## src/rtl/bus_master_port.sv

```systemverilog
// Master-side port: turns a parallel device request into the serial system-bus
// sequence (bus request, device address, memory address, write/read data).
module bus_master_port #(
    parameter int unsigned ADDR_WIDTH        = 16,
    parameter int unsigned DEVICE_ADDR_WIDTH = 4,
    parameter int unsigned DATA_WIDTH        = 8,
    parameter int unsigned ACK_TIMEOUT       = 4
) (
    input  logic                  clk,
    input  logic                  rst,
    input  logic                  dvalid,
    output logic                  dready,
    input  logic                  dmode,
    input  logic [ADDR_WIDTH-1:0] daddr,
    input  logic [DATA_WIDTH-1:0] dwdata,
    output logic [DATA_WIDTH-1:0] drdata,
    output logic                  ddone,
    output logic                  derror,
    output logic                  mbreq,
    input  logic                  mbgrant,
    input  logic                  split_grant,
    output logic                  mvalid,
    output logic                  mwdata,
    output logic                  mmode,
    input  logic                  ack,
    input  logic                  sready,
    input  logic                  ssplit,
    input  logic                  svalid,
    input  logic                  srdata
);

    localparam int unsigned MEM_WIDTH = ADDR_WIDTH - DEVICE_ADDR_WIDTH;
    localparam int unsigned MAX_A     = (MEM_WIDTH > DATA_WIDTH) ? MEM_WIDTH : DATA_WIDTH;
    localparam int unsigned MAX_B     = (DEVICE_ADDR_WIDTH > ACK_TIMEOUT) ? DEVICE_ADDR_WIDTH : ACK_TIMEOUT;
    localparam int unsigned MAX_COUNT = (MAX_A > MAX_B) ? MAX_A : MAX_B;
    localparam int unsigned CNT_WIDTH = $clog2(MAX_COUNT) + 1;

    typedef enum logic [3:0] {
        S_IDLE, S_REQ, S_SADDR, S_WAIT_ACK, S_MADDR,
        S_WDATA, S_WRESP, S_RWAIT, S_RDATA, S_SPLIT
    } state_t;

    state_t                       r_state;
    logic [CNT_WIDTH-1:0]         r_cnt;
    logic [DEVICE_ADDR_WIDTH-1:0] r_dev_sh;
    logic [MEM_WIDTH-1:0]         r_mem_sh;
    logic [DATA_WIDTH-1:0]        r_wd_sh;
    logic [DATA_WIDTH-1:0]        r_rd_sh;
    logic [DATA_WIDTH-1:0]        w_rd_next;

    // Read word after shifting in the current serial bit (LSB arrives first).
    always_comb begin
        w_rd_next = {srdata, r_rd_sh[DATA_WIDTH-1:1]};
    end

    // Transaction FSM; every output is a register updated here.
    always_ff @(posedge clk) begin
        if (rst) begin
            r_state  <= S_IDLE;
            r_cnt    <= '0;
            r_dev_sh <= '0;
            r_mem_sh <= '0;
            r_wd_sh  <= '0;
            r_rd_sh  <= '0;
            dready   <= 1'b1;
            drdata   <= '0;
            ddone    <= 1'b0;
            derror   <= 1'b0;
            mbreq    <= 1'b0;
            mvalid   <= 1'b0;
            mwdata   <= 1'b0;
            mmode    <= 1'b0;
        end else begin
            ddone  <= 1'b0;
            derror <= 1'b0;
            case (r_state)
                S_IDLE: begin
                    if (dvalid) begin
                        r_dev_sh <= daddr[ADDR_WIDTH-1:MEM_WIDTH];
                        r_mem_sh <= daddr[MEM_WIDTH-1:0];
                        r_wd_sh  <= dwdata;
                        mmode    <= dmode;
                        dready   <= 1'b0;
                        mbreq    <= 1'b1;
                        r_state  <= S_REQ;
                    end
                end
                S_REQ: begin
                    if (mbgrant) begin
                        mvalid   <= 1'b1;
                        mwdata   <= r_dev_sh[0];
                        r_dev_sh <= r_dev_sh >> 1;
                        r_cnt    <= '0;
                        r_state  <= S_SADDR;
                    end
                end
                S_SADDR: begin
                    if (r_cnt == CNT_WIDTH'(DEVICE_ADDR_WIDTH - 1)) begin
                        mvalid  <= 1'b0;
                        mwdata  <= 1'b0;
                        r_cnt   <= '0;
                        r_state <= S_WAIT_ACK;
                    end else begin
                        mwdata   <= r_dev_sh[0];
                        r_dev_sh <= r_dev_sh >> 1;
                        r_cnt    <= r_cnt + 1'b1;
                    end
                end
                S_WAIT_ACK: begin
                    if (ack) begin
                        mvalid   <= 1'b1;
                        mwdata   <= r_mem_sh[0];
                        r_mem_sh <= r_mem_sh >> 1;
                        r_cnt    <= '0;
                        r_state  <= S_MADDR;
                    end else if (r_cnt == CNT_WIDTH'(ACK_TIMEOUT - 1)) begin
                        derror  <= 1'b1;
                        mbreq   <= 1'b0;
                        dready  <= 1'b1;
                        r_cnt   <= '0;
                        r_state <= S_IDLE;
                    end else begin
                        r_cnt <= r_cnt + 1'b1;
                    end
                end
                S_MADDR: begin
                    if (r_cnt == CNT_WIDTH'(MEM_WIDTH - 1)) begin
                        r_cnt <= '0;
                        if (mmode) begin
                            mwdata  <= r_wd_sh[0];
                            r_wd_sh <= r_wd_sh >> 1;
                            r_state <= S_WDATA;
                        end else begin
                            mvalid  <= 1'b0;
                            mwdata  <= 1'b0;
                            r_state <= S_RWAIT;
                        end
                    end else begin
                        mwdata   <= r_mem_sh[0];
                        r_mem_sh <= r_mem_sh >> 1;
                        r_cnt    <= r_cnt + 1'b1;
                    end
                end
                S_WDATA: begin
                    if (r_cnt == CNT_WIDTH'(DATA_WIDTH - 1)) begin
                        mvalid  <= 1'b0;
                        mwdata  <= 1'b0;
                        r_cnt   <= '0;
                        r_state <= S_WRESP;
                    end else begin
                        mwdata  <= r_wd_sh[0];
                        r_wd_sh <= r_wd_sh >> 1;
                        r_cnt   <= r_cnt + 1'b1;
                    end
                end
                S_WRESP: begin
                    if (sready) begin
                        ddone   <= 1'b1;
                        mbreq   <= 1'b0;
                        dready  <= 1'b1;
                        r_state <= S_IDLE;
                    end
                end
                // Split wins over a same-cycle data bit; the slave resends the whole word.
                S_RWAIT, S_RDATA: begin
                    if (ssplit) begin
                        mbreq   <= 1'b0;
                        r_cnt   <= '0;
                        r_state <= S_SPLIT;
                    end else if (svalid) begin
                        r_rd_sh <= w_rd_next;
                        if (r_cnt == CNT_WIDTH'(DATA_WIDTH - 1)) begin
                            drdata  <= w_rd_next;
                            ddone   <= 1'b1;
                            mbreq   <= 1'b0;
                            dready  <= 1'b1;
                            r_cnt   <= '0;
                            r_state <= S_IDLE;
                        end else begin
                            r_cnt   <= r_cnt + 1'b1;
                            r_state <= S_RDATA;
                        end
                    end
                end
                S_SPLIT: begin
                    if (split_grant) begin
                        mbreq   <= 1'b1;
                        r_state <= S_RWAIT;
                    end
                end
                default: begin
                    r_state <= S_IDLE;
                end
            endcase
        end
    end

endmodule

```

## config.mk

```make
export PLATFORM = sky130hd
export DESIGN_NAME = bus_master_port
export DESIGN_NICKNAME = d
export VERILOG_FILES = /design/src/rtl/bus_master_port.sv
export SDC_FILE = /design/constraint.sdc
export NUM_CORES = 1
export LEC_CHECK = 0
export CELL_PAD_IN_SITES_DETAIL_PLACEMENT = 1
export CELL_PAD_IN_SITES_GLOBAL_PLACEMENT = 2
export CORE_MARGIN = 2
export CORE_UTILIZATION = 34
export DETAILED_ROUTE_END_ITERATION = 16
export HOLD_SLACK_MARGIN = 0.15
export PLACE_DENSITY_LB_ADDON = 0.1
export SETUP_SLACK_MARGIN = 0.5
export SYNTH_ARGS = -nofsm -noshare
export SYNTH_HDL_FRONTEND = slang
export SYNTH_SLANG_ARGS = --single-unit
```

## constraint.sdc

```tcl
create_clock -name clk -period 3.67 [get_ports clk]
set_clock_uncertainty 0.1 [all_clocks]
set_input_delay 0.367 -clock clk [delete_from_list [all_inputs] [get_ports clk]]
set_output_delay 0.367 -clock clk [all_outputs]
set_load 0.005 [all_outputs]
```

==> impl_metrics.py, run 1 <==
metrics = {
    "synth": {
        "ys.flop_type": "dfxtp_1",
        "synthMuxAreaShare": 0.09971,
        "synth_cell_types": 59,
        "synthAdderAreaFrac": 0.004155,
        "synth_xor_area_frac": 0.002908,
        "synthSimpleGateAreaFrac": 0.2514,
        "syn-num-nets": 395,
        "synth-compound-area-share": 0.2273,
        "async_flop_share": 0,
        "syn_avg_cell_area_sq_um": 8.389,
        "ys.warnings.count": 0,
        "netlist_instances": 359,
        "ys_ff_latch": 55,
        "ys_seq_area_frac": 0.3656,
        "syn_area_sq_um": 3012,
        "synth_top_family_by_area": "simple AND/OR/NAND/NOR gates",
        "synth_edf_count": 0,
    },
    "worst_setup_path": {
        "crit_path_end": "drdata[3]",
        "start_kind": "flip-flop",
        "required_ns": 3.75,
        "r2r_setup_slack_ns": 0.99,
        "crit_path_start": "r_state[1]",
        "cp_slowest_stage_delay_ns": 0.65,
        "crit_arrival_ns": 2.76,
        "crit_slowest_cell": "or4b_4",
        "rr_worst_depth": 6,
        "rr_startpoint": "r_state[1]",
        "path_cells": "or4b_4 -> a211oi_4 -> nor2b_1 -> buf_4 -> mux2i_1 -> nor2_1",
        "crit_path_end_kind": "flip-flop",
        "critPathKind": "flip-flop to flip-flop",
        "crit_fanout": 21,
        "reg2reg_to": "drdata[3]",
    },
    "place": {
        "place_area_sq_um": 3590,
        "dp_hpwl_um": 6177,
        "gp_congestion": 0.8340,
        "io_buffer_count": 49,
    },
    "die": {
        "initial_utilization": 0.3487,
        "rows": 34,
        "dieArea_sq_um": 9627,
        "ios": 50,
        "die_x_um": 98.12,
        "die-height_um": 98.12,
        "coreArea_sq_um": 8636,
    },
    "layout": {
        "drive_above_1_share": 0.07250,
        "final_cell_mix": "dfxtp_1, nor2_1, clkdlybuf4s50_1, mux2i_1, nand2_1",
        "area_growth_pct": 22.14,
        "n_antenna_cell": 0,
        "fillerInstances": 1025,
        "final_area_sq_um": 3679,
        "final_common_cell": "dfxtp_1",
        "fin_nets": 435,
    },
    "timing": {
        "finalHoldViolCount": 0,
        "period_needed_ns": 2.684,
        "slew_headroom": 0.4105,
        "fin_setup_tns_ns": 0,
        "rsz0062_at_grt": "no",
        "finalSetupViolCount": 0,
        "tightest_slew_ns": 0.8789,
        "slew_violations": 0,
        "final.period_utilization": 0.7313,
        "max_freq_mhz": 372.6,
    },
    "clocking": {
        "cts_tree": "built",
        "cts_buffers": 5,
        "cts_resized": 0,
        "htreeDepth": 2,
        "clk_pin_slew_ns": 0.10,
        "post-cts-setup-buffers": 0,
        "clockBufferDepth": 2,
        "ctsRootBufferMaster": "clkbuf_8",
        "clk-insertion-delay-late_ns": 0.31,
        "cts_sinks": 55,
        "postCtsHoldBufs": 0,
    },
    "pwr": {
        "powerDensity_nw_per_um2": 594.1,
        "power.static_leakage_uw": 0.001311,
        "power.share.clock": 0.162,
        "cell_internal_pwr_uw": 1305,
        "p_sw_uw": 880.4,
        "irDropWorstVdd_v": 0.0001862,
        "switching_share": 0.4028,
        "seq_power_share": 0.406,
        "p_comb_frac": 0.432,
    },
    "global_routing": {
        "grt_pass1_wl_um": 14300,
        "antenna_found_initial": 0,
        "grt.total_usage": 0.1810,
        "grt_max_degree": 43,
        "first_global_vias": 2754,
        "overflow": 0,
    },
    "run": {
        "maxCapViolations": 0,
    },
    "worst_hold_path": {
        "holdCritPathClass": "flip-flop to flip-flop",
    },
    "drt": {
        "wl_per_cell_um": 16.85,
        "drt-initial-drc-count": 95,
        "firstDrtPassIters": 4,
        "wl_um": 8559,
        "drtAntennaViolNets": 0,
        "viasPerCell": 5.508,
        "drc": 0,
        "num_vias": 2798,
    },
    "outcome": {
        "status": "finished clean",
    },
}
==> cells by family (layout without fill, tap and decap cells) <==
family / after synthesis / after routing
XOR/XNOR: 1 / 1
flip-flops: 55 / 55
adder cells (fa/ha/maj): 1 / 1
buffers and inverters: 33 / 74
multiplexers: 30 / 30
AND/OR/NAND/NOR: 144 / 144
AO/OA/AOI/OAI: 95 / 95
==> sequential cells by signal, indices dropped and copies added, names as in the netlist <==
register  flops
r_dev_sh      4
r_mem_sh     12
r_rd_sh       7
mwdata        1
mmode         1
mbreq         1
r_cnt         5
mvalid        1
derror        1
r_state       4
ddone         1
dready        1
r_wd_sh       8
drdata        8
==> routing by layer <==
layer,routed length (um),track usage,vias up,share of wire
li1,-,-,1406,-
met1,4405,0.2600,1334,0.51
met2,3728,0.2792,46,0.44
met3,263,0.02792,12,0.031
met4,161,0.05556,0,0.019
met5,0,0,-,0
==> cell type report <==
| type | instances | area, sq um | share of cell area |
|---|---|---|---|
| Timing Repair Buffer | 60 | 568.0 | 0.1544 |
| Clock inverter | 2 | 16.27 | 0.004422 |
| Tap cell | 108 | 135.1 | 0.03673 |
| Multi-Input combinational cell | 271 | 1763 | 0.4793 |
| Clock buffer | 6 | 72.57 | 0.01973 |
| Inverter | 6 | 22.52 | 0.006122 |
| Sequential cell | 55 | 1101 | 0.2993 |
==> power by group through the flow <==
| stage | Sequential (uW) | Combinational, uW | Clock, uW |
|---|---|---|---|
| after floorplan | 829 | 719 | 0 |
| after global placement | 895 | 929 | 0 |
| after detailed placement | 895 | 952 | 0 |
| after CTS | 885 | 956 | 371 |
| after global routing | 910 | 1060 | 395 |
| final | 887 | 945 | 354 |
==> worst max-delay path: cells and delay by family, from the launching register on <==
family | cells | cell delay (ns)
buf+inv | 1 | 0.23
flops | 1 | 0.57
mux | 1 | 0.20
simple gates | 3 | 0.91
compound gates | 1 | 0.53
==> through the flow <==
step,power (uW),utilization,setup slack [ns],std cells,hold WS (ns)
after floorplan,1548,-,1.433,359,0.3433
after global placement,1825,0.4157,0.9889,500,0.3575
after detailed placement,1847,0.4157,1.004,500,0.3679
after CTS,2213,0.4260,0.9750,508,0.3852
after global routing,2370,0.4260,0.6931,508,0.4008
final,2186,0.4260,0.9860,508,0.3755
==> Yosys cell counts, drive strengths merged (5+ instances only) <==
library cell,number,area share
a211oi,17,0.047
nor2,53,0.066
dfxtp,55,0.37
clkbuf,15,0.019
a311oi,10,0.029
nand3,17,0.028
nand2,25,0.031
nand2b,7,0.015
nor2b,5,0.010
nor4b,5,0.017
mux2i,30,0.10
o21ai,18,0.030
a21oi,18,0.030
nor3,5,0.0083
nand3b,6,0.015
buf,12,0.022
a31oi,8,0.019
inv,6,0.0075
==> worst min-delay path by stage <==
stage / cells after the start / endpoint / slack, ns / start
floorplan: 1 / derror / 0.34 / ack
global placement: 2 / r_dev_sh[3] / 0.36 / r_dev_sh[3]
detailed placement: 2 / r_wd_sh[4] / 0.37 / r_wd_sh[5]
CTS: 2 / r_mem_sh[11] / 0.39 / r_mem_sh[11]
global route: 2 / r_wd_sh[4] / 0.40 / r_wd_sh[5]
finish: 2 / r_mem_sh[11] / 0.38 / r_mem_sh[11]
(Power assumes the default switching activity.)
==> run 2: changes to the inputs <==
- CORE_UTILIZATION: 34 -> 32
- clock period: 3.67 -> 2.5 ns (I/O delays scaled with it)
==> impl_metrics.py, run 2 (same netlist as run 1, synthesis figures left out) <==
metrics = {
    "outcome": {
        "status": "finished clean",
    },
    "worst_setup_path": {
        "rr_startpoint": "r_cnt[0]",
        "crit_arrival_ns": 2.22,
        "start_kind": "flip-flop",
        "reg2reg_to": "r_state[1]",
        "rr_worst_depth": 7,
        "critPathKind": "flip-flop to flip-flop",
        "crit_slowest_cell": "or4b_4",
        "r2r_setup_slack_ns": 0.40,
        "crit_fanout": 4,
        "critPathTopFamily": "simple AND/OR/NAND/NOR gates",
        "crit_path_end_kind": "flip-flop",
        "crit_buf_inv": 1,
        "cp.depth": 7,
        "cp_slowest_stage_delay_ns": 0.49,
        "required_ns": 2.62,
        "path_cells": "ha_4 -> or4b_4 -> a32oi_4 -> buf_4 -> and2_4 -> a21oi_2 -> a311oi_2",
        "crit_path_start": "r_cnt[0]",
        "crit_path_end": "r_state[1]",
    },
    "layout": {
        "fin_nets": 477,
        "top_register": "r_mem_sh",
        "drive_above_1_share": 0.2398,
        "largest_register_ffs": 12,
        "ff_latch_area_sq_um": 1119,
        "final_common_cell": "nor2_1",
        "reg_top3": "r_mem_sh (12), drdata (8), r_wd_sh (8)",
        "area_growth_pct": 40.05,
        "fillerInstances": 1073,
        "n_antenna_cell": 0,
        "final_cell_mix": "nor2_1, buf_4, clkdlybuf4s50_1, dfxtp_1, mux2i_1",
        "multi_input_area_sq_um": 1943,
    },
    "global_routing": {
        "antenna_found_initial": 0,
        "overflow": 0,
        "grt_pass1_wl_um": 15390,
        "grt.total_usage": 0.1880,
        "first_global_vias": 3045,
        "grt_max_degree": 34,
    },
    "die": {
        "coreArea_sq_um": 9196,
        "rows": 35,
        "die-height_um": 101.0,
        "ios": 50,
        "die_x_um": 101.0,
        "initial_utilization": 0.3275,
        "dieArea_sq_um": 10200,
    },
    "drt": {
        "firstDrtPassIters": 4,
        "viasPerCell": 5.463,
        "num_vias": 3021,
        "wl_per_cell_um": 17.08,
        "drc": 0,
        "drt-initial-drc-count": 95,
        "drtAntennaViolNets": 0,
        "wl_um": 9444,
    },
    "timing": {
        "period_needed_ns": 2.102,
        "finalHoldViolCount": 0,
        "slew_violations": 0,
        "max_freq_mhz": 475.7,
        "slew_headroom": 0.5353,
        "finalSetupViolCount": 0,
        "tightest_slew_ns": 0.6971,
        "final.period_utilization": 0.8409,
        "rsz0062_at_grt": "yes",
        "fin_setup_tns_ns": 0,
    },
    "place": {
        "gp_congestion": 0.8004,
        "io_buffer_count": 49,
        "dp_hpwl_um": 6370,
    },
    "clocking": {
        "clk_pin_slew_ns": 0.12,
        "cts_sinks": 55,
        "clk-insertion-delay-late_ns": 0.32,
        "clockBufferDepth": 2,
        "htreeDepth": 2,
        "cts_buffers": 5,
        "cts_tree": "built",
        "postCtsHoldBufs": 0,
        "ctsRootBufferMaster": "clkbuf_8",
    },
    "worst_hold_path": {
        "holdCritPathClass": "flip-flop to flip-flop",
    },
    "pwr": {
        "irDropWorstVdd_v": 0.0003834,
        "power.static_leakage_uw": 0.001571,
        "powerDensity_nw_per_um2": 877.0,
        "total_power_uw": 3699,
    },
    "run": {
        "maxCapViolations": 0,
    },
}
run 2: timing repair:
item / 4_1_cts / 5_1_grt
setup endpoints to repair: 52 / 52
gates resized for setup: 32 / 17
setup buffers: 16 / 7
pin swaps: 14 / 13
endpoints found under the hold margin: 0 / 0
gates cloned: 1 / 0
run 2: layer usage:
layer,track usage,up-vias,routed length (um)
met2,0.3046,50,4275
li1,-,1484,-
met3,0.02497,11,289
met4,0.04158,0,104
met1,0.2666,1476,4775
met5,0,-,0
run 2: how the worst min path moves through the flow:
stage | startpoint | end | slack, ns | depth (start not counted)
2_1_floorplan | ack | derror | 0.23 | 1
4_1_cts | mvalid | mvalid | 0.38 | 2
6_report | mvalid | mvalid | 0.38 | 2
5_1_grt | mvalid | mvalid | 0.39 | 2
3_3_place_gp | r_dev_sh[3] | r_dev_sh[3] | 0.35 | 2
3_5_place_dp | mvalid | mvalid | 0.36 | 2
run 2: where the power goes:
group | switching [uW] | internal, uW
Clock | 331 | 204
Sequential | 177 | 1100
Combinational | 966 | 917
run 2: area by class of cell:
| cell class | instances | area share |
|---|---|---|
| inverter | 6 | 0.005340 |
| multi-input combinational | 271 | 0.4607 |
| clock buffer | 5 | 0.01632 |
| tap | 111 | 0.03293 |
| timing repair buffer | 102 | 0.2142 |
| sequential | 55 | 0.2652 |
| clock inverter | 3 | 0.005340 |
run 2: worst register-to-register path, stage by stage (launching register included):
cell      delay, ns
dfxtp_2        0.37
ha_4           0.14
or4b_4         0.49
a32oi_4        0.30
buf_4          0.16
and2_4         0.15
a21oi_2        0.06
a311oi_2       0.23
run 2: stage by stage:
stage	instances	utilization	hold slack [ns]	instance area, sq um	setup WS, ns
5_1_grt	553	0.4586	0.3929	4218	0.3318
3_3_place_gp	521	0.4087	0.3550	3759	0.2142
3_5_place_dp	521	0.4087	0.3632	3759	0.1746
6_report	553	0.4586	0.3763	4218	0.3978
4_1_cts	546	0.4459	0.3817	4100	0.4040
2_1_floorplan	359	-	0.2263	3029	0.3614
